[config.mk]
export PLATFORM = sky130hd
export DESIGN_NAME = itim_port_ctrl
export DESIGN_NICKNAME = d
export VERILOG_FILES = /design/src/rtl/itim_port_ctrl.sv
export SDC_FILE = /design/constraint.sdc
export NUM_CORES = 1
export LEC_CHECK = 0
export CORE_MARGIN = 3
export CORE_UTILIZATION = 45
export DETAILED_ROUTE_END_ITERATION = 8
export PLACE_DENSITY = 0.87
export SLEW_MARGIN = 20
export SYNTH_ARGS = -nofsm -noshare
export SYNTH_HDL_FRONTEND = slang
export SYNTH_SLANG_ARGS = --single-unit
[constraint.sdc]
create_clock -name clock -period 14 [get_ports clock]
set_input_delay 2.1 -clock clock [delete_from_list [all_inputs] [get_ports clock]]
set_output_delay 2.1 -clock clock [all_outputs]
set_load 0.02 [all_outputs]
[src/rtl/itim_port_ctrl.sv]
`default_nettype none
// ============================================================================
// Module      : itim_port_ctrl
// Description : Single-outstanding request/response front end for a 4K x 64
//               single-port (RW0) ITIM array. Optional byte-masked partial
//               writes via read-modify-write, enabled by the macro
//               ITIM_CTRL_PARTIAL_WRITE_EN (undefined: mask ignored).
// Revision    : 1.0 - initial release
// ============================================================================
module itim_port_ctrl (
    input  logic        clock,
    input  logic        reset,
    input  logic        req_valid,
    output logic        req_ready,
    input  logic        req_write,
    input  logic [11:0] req_addr,
    input  logic [63:0] req_wdata,
    input  logic [7:0]  req_mask,
    output logic        resp_valid,
    input  logic        resp_ready,
    output logic [63:0] resp_rdata,
    output logic [11:0] sram_addr,
    output logic        sram_en,
    output logic        sram_wmode,
    output logic [63:0] sram_wdata,
    input  logic [63:0] sram_rdata
);

    localparam int         c_BYTES     = 8;
    localparam logic [1:0] c_IDLE      = 2'd0;
    localparam logic [1:0] c_RD_DATA   = 2'd1;
`ifdef ITIM_CTRL_PARTIAL_WRITE_EN
    localparam logic [1:0] c_RMW_MERGE = 2'd2;
`endif
    localparam logic [1:0] c_RESP      = 2'd3;

    logic [1:0]  r_state;
    logic [1:0]  w_state_next;
    logic [11:0] r_addr;
    logic [63:0] r_wdata;
    logic [63:0] r_rdata;
    logic        w_accept;
    logic        w_partial;
    logic        w_null_write;
    logic        w_sram_en;
    logic        w_sram_wmode;
    logic [11:0] w_sram_addr;
    logic [63:0] w_sram_wdata;
    logic [63:0] w_merged;

`ifdef ITIM_CTRL_PARTIAL_WRITE_EN
    logic [7:0]  r_mask;

    assign w_partial    = req_write && (req_mask != 8'h00) && (req_mask != 8'hFF);
    assign w_null_write = req_write && (req_mask == 8'h00);

    // Masked bytes come from the request, the rest from the word just read.
    for (genvar gi = 0; gi < c_BYTES; gi++) begin : g_merge
        assign w_merged[8*gi +: 8] = r_mask[gi] ? r_wdata[8*gi +: 8]
                                                : sram_rdata[8*gi +: 8];
    end
`else
    logic w_unused_mask;

    assign w_partial     = 1'b0;
    assign w_null_write  = 1'b0;
    assign w_merged      = r_wdata;
    assign w_unused_mask = ^req_mask;
`endif

    assign w_accept = req_valid && req_ready;

    // State register
    always_ff @(posedge clock or posedge reset) begin
        if (reset) begin
            r_state <= c_IDLE;
        end else begin
            r_state <= w_state_next;
        end
    end

    // Next-state logic
    always_comb begin
        w_state_next = r_state;
        case (r_state)
            c_IDLE: begin
                if (w_accept) begin
                    if (!req_write) begin
                        w_state_next = c_RD_DATA;
                    end
`ifdef ITIM_CTRL_PARTIAL_WRITE_EN
                    else if (w_partial) begin
                        w_state_next = c_RMW_MERGE;
                    end
`endif
                    else begin
                        w_state_next = c_RESP;
                    end
                end
            end
            c_RD_DATA: w_state_next = c_RESP;
`ifdef ITIM_CTRL_PARTIAL_WRITE_EN
            c_RMW_MERGE: w_state_next = c_RESP;
`endif
            c_RESP: begin
                if (resp_ready) begin
                    w_state_next = c_IDLE;
                end
            end
            default: w_state_next = c_IDLE;
        endcase
    end

    // Output logic; idle array buses park on reset-cleared registers.
    always_comb begin
        w_sram_en    = 1'b0;
        w_sram_wmode = 1'b0;
        w_sram_addr  = r_addr;
        w_sram_wdata = r_wdata;
        case (r_state)
            c_IDLE: begin
                if (w_accept) begin
                    w_sram_addr = req_addr;
                    if (!req_write || w_partial) begin
                        w_sram_en = 1'b1;
                    end else if (!w_null_write) begin
                        w_sram_en    = 1'b1;
                        w_sram_wmode = 1'b1;
                        w_sram_wdata = req_wdata;
                    end
                end
            end
`ifdef ITIM_CTRL_PARTIAL_WRITE_EN
            c_RMW_MERGE: begin
                w_sram_en    = 1'b1;
                w_sram_wmode = 1'b1;
                w_sram_wdata = w_merged;
            end
`endif
            default: begin
                w_sram_en = 1'b0;
            end
        endcase
    end

    // Reset gates the enable combinationally so an in-flight write is dropped.
    assign sram_en    = w_sram_en && !reset;
    assign sram_wmode = w_sram_wmode;
    assign sram_addr  = w_sram_addr;
    assign sram_wdata = w_sram_wdata;
    assign req_ready  = (r_state == c_IDLE) && !reset;
    assign resp_valid = (r_state == c_RESP);
    assign resp_rdata = r_rdata;

    // Request latch and response data register
    always_ff @(posedge clock or posedge reset) begin
        if (reset) begin
            r_addr  <= '0;
            r_wdata <= '0;
            r_rdata <= '0;
        end else begin
            if (w_accept) begin
                r_addr  <= req_addr;
                r_wdata <= req_wdata;
                if (req_write) begin
                    r_rdata <= '0;
                end
            end
            if (r_state == c_RD_DATA) begin
                r_rdata <= sram_rdata;
            end
        end
    end

`ifdef ITIM_CTRL_PARTIAL_WRITE_EN
    always_ff @(posedge clock or posedge reset) begin
        if (reset) begin
            r_mask <= '0;
        end else if (w_accept) begin
            r_mask <= req_mask;
        end
    end
`endif

endmodule
`default_nettype wire

# [After elaboration in Yosys (flattened, before gate mapping)]
# Cells that the tools add are included.
[totals] ff_bits=142 in_bits=153 out_inout_bits=144 elab_cells=34
[op_classes] n_eq_ne=4 mux=17 n_reduce_logical=9
[ops] operator="2-to-1 mux 64 bit" n=6
[ops] operator="2-to-1 mux 12 bit" n=2
[ops] operator="2-to-1 mux 2 bit" n=3
[ops] operator="one-hot mux 2 bit (3 select lines)" n=1
[ops] operator="2-to-1 mux 1 bit" n=5
[ops] operator="AND reduction 2 bit" n=2
[ops] operator="nonzero test 2 bit" n=2
[ops] operator="logical AND 1 bit" n=3
[ops] operator="== test 2 x 1 -> 1 bit (second input constant)" n=1
[ops] operator="== test 2 bit (second input constant)" n=1
[ops] operator="logical NOT 2 bit" n=1
[ops] operator="!= test 2 x 1 -> 1 bit (second input constant)" n=1
[ops] operator="!= test 2 bit (second input constant)" n=1
[ops] operator="logical NOT 1 bit" n=1

# [Depth between registers and ports, before layout]
[logic_depth] ltp_word=6 depth_mapped=6 depth_no_buf=3

# [Least setup slack after synthesis]
# OpenSTA, ideal clock, no wires.
[synth_path] path_kind="input port to output port" start="input port reset" end="output port sram_wdata[59]" t_arrival_ps=3376 required_time_ps=11900 slack_ps=8524 stages=6 path_buffers=3 path_cell_list="nor4b_2 > buf_2 > and2_4 > buf_6 > buf_4 > mux2_1"
[synth_via] elab_chain_cells=5
[synth_rtl] item="from (decl)" line="12" text="input logic reset,"
[synth_rtl] item="logical NOT 1 bit (no source line)"
[synth_rtl] item="logical AND 1 bit" line="151" text="assign req_ready = (r_state == c_IDLE) && !reset;"
[synth_rtl] item="logical AND 1 bit" line="71" text="assign w_accept = req_valid && req_ready;"
[synth_rtl] item="2-to-1 mux 64 bit" line="122" text="if (w_accept) begin"
[synth_rtl] item="2-to-1 mux 64 bit" line="120" text="case (r_state)"
[synth_rtl] item="to (decl)" line="25" text="output logic [63:0] sram_wdata,"
# Every way passes these cells.

# [Final worst setup path]
[layout_path] start="input port reset" end="output port sram_wdata[26]"
# Same word-level chain as after synthesis.

==> flow_summary.json <==
{
  "synth_nets": 688,
  "crit_family": "buffers and inverters",
  "fin_worst_skew_ps": 6.63,
  "cts_hold_buf": 0,
  "initial_core_util_pct": 47.0,
  "fin_setup_tns_ps": 0,
  "synth.top_cell.area_share_pct": 55.9,
  "p_switching_mw": 0.859,
  "cp_cell_sequence": "clkdlybuf4s50_1 > nor4b_4 > and2_4 > buf_4 > mux2_1 > clkdlybuf4s50_1",
  "synth_area_leaders": "dfrtp_1 (56%), mux2_2 (16%), mux2_1 (11%)",
  "crit_required_ps": 11900,
  "row_count": 42,
  "ys_ff_latch": 142,
  "post_cts_buffers": 0,
  "placed_cell_area_mm2": 0.00930,
  "path_depth": 6,
  "antenna_left": 0,
  "cp_slowest_cell": "buf_4",
  "tightest_slew_ps": 888,
  "hold_depth": 1,
  "io_pins": 297,
  "slew_headroom_pct": 40.8,
  "slew_violations": 0,
  "routed_wl_mm": 17.9,
  "syn_inst": 535,
  "layout.nets": 962,
  "critPathMaxFanout": 88,
  "routabilityCongestion": 0.862,
  "numCtsBuffers": 17,
  "p_per_area_mw_per_mm2": 237,
  "worstSetupStartpointType": "input port",
  "synth_ff_type": "dfrtp_1",
  "grt_pass1_wl_mm": 28.9,
  "drive_above_1_share_pct": 15.1,
  "p_total_mw": 2.33,
  "grt.overflow.total": 0,
  "io_buffers": 288,
  "setup.worst_path.start": "reset",
  "worstRegToRegCells": 4,
  "cts_resized": 0,
  "reg2reg_from": "r_state[0]",
  "p_leak_nw": 4.09,
  "grt_max_degree": 89,
  "sw_frac_of_total_pct": 36.8,
  "grt_pass1_vias": 5466,
  "crit_type": "input port to output pin",
  "hold_class": "flop to flop",
  "dr.pass1.iters": 4,
  "ys_warn_count": 0,
  "grtUsageTotal_pct": 23.1,
  "hold_viol_final": 0,
  "via_count": 5110,
  "clockBufferDepth": 2,
  "internal_power_mw": 1.47,
  "dp_slack_ps": 6520,
  "async_reset_ff_share_pct": 100,
  "post-route-min-period_ps": 7500,
  "seqPwrFrac_pct": 30.9,
  "cts_sinks": 142,
  "layout_setup_ws_ps": 6500,
  "finalCritPeriodShare_pct": 53.6,
  "dr.first_iter.drc_count": 239,
  "cp_data_arrival_time_ps": 5400,
  "setup_viol": 0,
  "htreeDepth": 4,
  "cts_tree": "done",
  "yosysSeqAreaShare_pct": 55.9,
  "avgSynthCellArea_um2": 11.9,
  "pwr-share-clk_pct": 18.1,
  "cap_violations": 0,
  "critPathBufInv": 3,
  "rsz0062_at_grt": "no",
  "ir_drop_mv": 0.133,
  "antenna_found_initial": 0,
  "path_common_cell": "clkdlybuf4s50_1",
  "synth.distinct_cells": 17,
  "combPwrFrac_pct": 51.0,
  "remaining_drc_errors": 0,
  "fmax_mhz": 133,
  "yosys.cell_count.top_type": "dfrtp_1",
  "holdWs_ps": 500,
  "synth_common_cells": "dfrtp_1 (142), nand2_1 (130), mux2_2 (88)",
  "area_delta_synth_final_pct": 55.1,
  "status": "completed",
  "hold_start": "r_wdata[31]",
  "path_clk_slew_ps": 60,
  "post_drt_wl_per_cell_um": 18.0,
  "critical_path.endpoint_type": "output pin",
  "die-area_mm2": 0.0156,
  "insertion_delay_ps": 410,
  "die_w_um": 125,
  "via_per_inst": 5.13,
  "hpwlAfterDp_mm": 12.6,
  "diodes": 0,
  "coreArea_mm2": 0.0135,
  "synth_edf_count": 0,
  "fin_area_mm2": 0.00985,
  "slowest_delay_ps": 720,
  "cts_root_buf": "clkbuf_16",
  "synth_top_area_cell": "dfrtp_1",
  "die_h_um": 125,
  "synth_area_mm2": 0.00635
}
## per-stage QoR
| step | cells | utilization, % |
|---|---|---|
| finish | 996 | 73.0 |
| global route | 996 | 73.0 |
| CTS | 996 | 72.9 |
| detailed placement | 966 | 68.9 |
| global placement | 966 | 68.9 |
| floorplan | 535 | - |
## layer usage
layer	global-route usage, %	up-vias	part of all wire (%)
met3	7.20	49	7.4
met2	39.4	211	50
li1	-	2360	-
met4	10.5	0	3.4
met5	0	-	0
met1	26.5	2490	39
## cells by family after synthesis
kind of cell / count (synthesis) / synth area share (%)
AO/OA/AOI/OAI: 64 / 5.04
buffers and inverters: 39 / 3.45
flip-flops: 142 / 55.9
multiplexers: 152 / 26.9
AND/OR/NAND/NOR: 138 / 8.63
## final timing paths
| path | end | slack, ps |
|---|---|---|
| worst min register to register | r_wdata[31] | 500 |
| worst max-delay path | sram_wdata[26] | 6500 |
| worst min-delay path | r_wdata[31] | 500 |
| min in group asynchronous | resp_rdata[25] | 2270 |
| worst max register to register | resp_rdata[3] | 11330 |
| max in group asynchronous | resp_rdata[31] | 10370 |
## cells in the final DEF (no fill, tap or decap)
cell / netlist / final
nor2b_4: 0 / 1
mux2_2: 88 / 88
and2_4: 1 / 1
nand2_1: 130 / 130
buf_4: 1 / 5
nand2b_1: 3 / 2
inv_6: 0 / 1
clkbuf_1: 17 / 4
and2_1: 1 / 1
bufinv_16: 0 / 2
nor4b_4: 0 / 1
clkinv_2: 0 / 5
nor3_1: 1 / 1
dfrtp_1: 142 / 142
nand2b_4: 0 / 1
clkbuf_8: 0 / 1
clkdlybuf4s50_1: 0 / 288
mux2_1: 64 / 64
clkinvlp_4: 0 / 1
clkbuf_16: 0 / 17
o21ai_0: 64 / 64
## flip-flops by register name (all words and copies together), names as in the netlist
name and count:
r_addr 12, resp_rdata 64, r_wdata 64, r_state 2
## worst register-to-register path, stage by stage (launching register included)
cell     delay, ps
dfrtp_1        470
nor4b_4        300
and2_4         570
buf_4          770
o21ai_0        390
## final cells by class
| cell class | count | area, um^2 |
|---|---|---|
| Tap cell | 176 | 220 |
| Fill cell | 904 | 3650 |
| Sequential cell | 142 | 3550 |
| Clock inverter | 8 | 92.6 |
| Timing Repair Buffer | 293 | 2920 |
| Inverter | 1 | 8.76 |
| Clock buffer | 22 | 454 |
| Multi-Input combinational cell | 354 | 2600 |
## power by group through the flow
| stage | clock network, mW | logic (mW) | registers [mW] |
|---|---|---|---|
| after global placement | 0 | 1.16 | 0.707 |
| after detailed placement | 0 | 1.19 | 0.724 |
| after CTS | 0.429 | 1.20 | 0.721 |
| after floorplan | 0 | 0.546 | 0.805 |
| final | 0.422 | 1.19 | 0.722 |
| after global routing | 0.450 | 1.27 | 0.747 |
(Power assumes the default switching activity.)
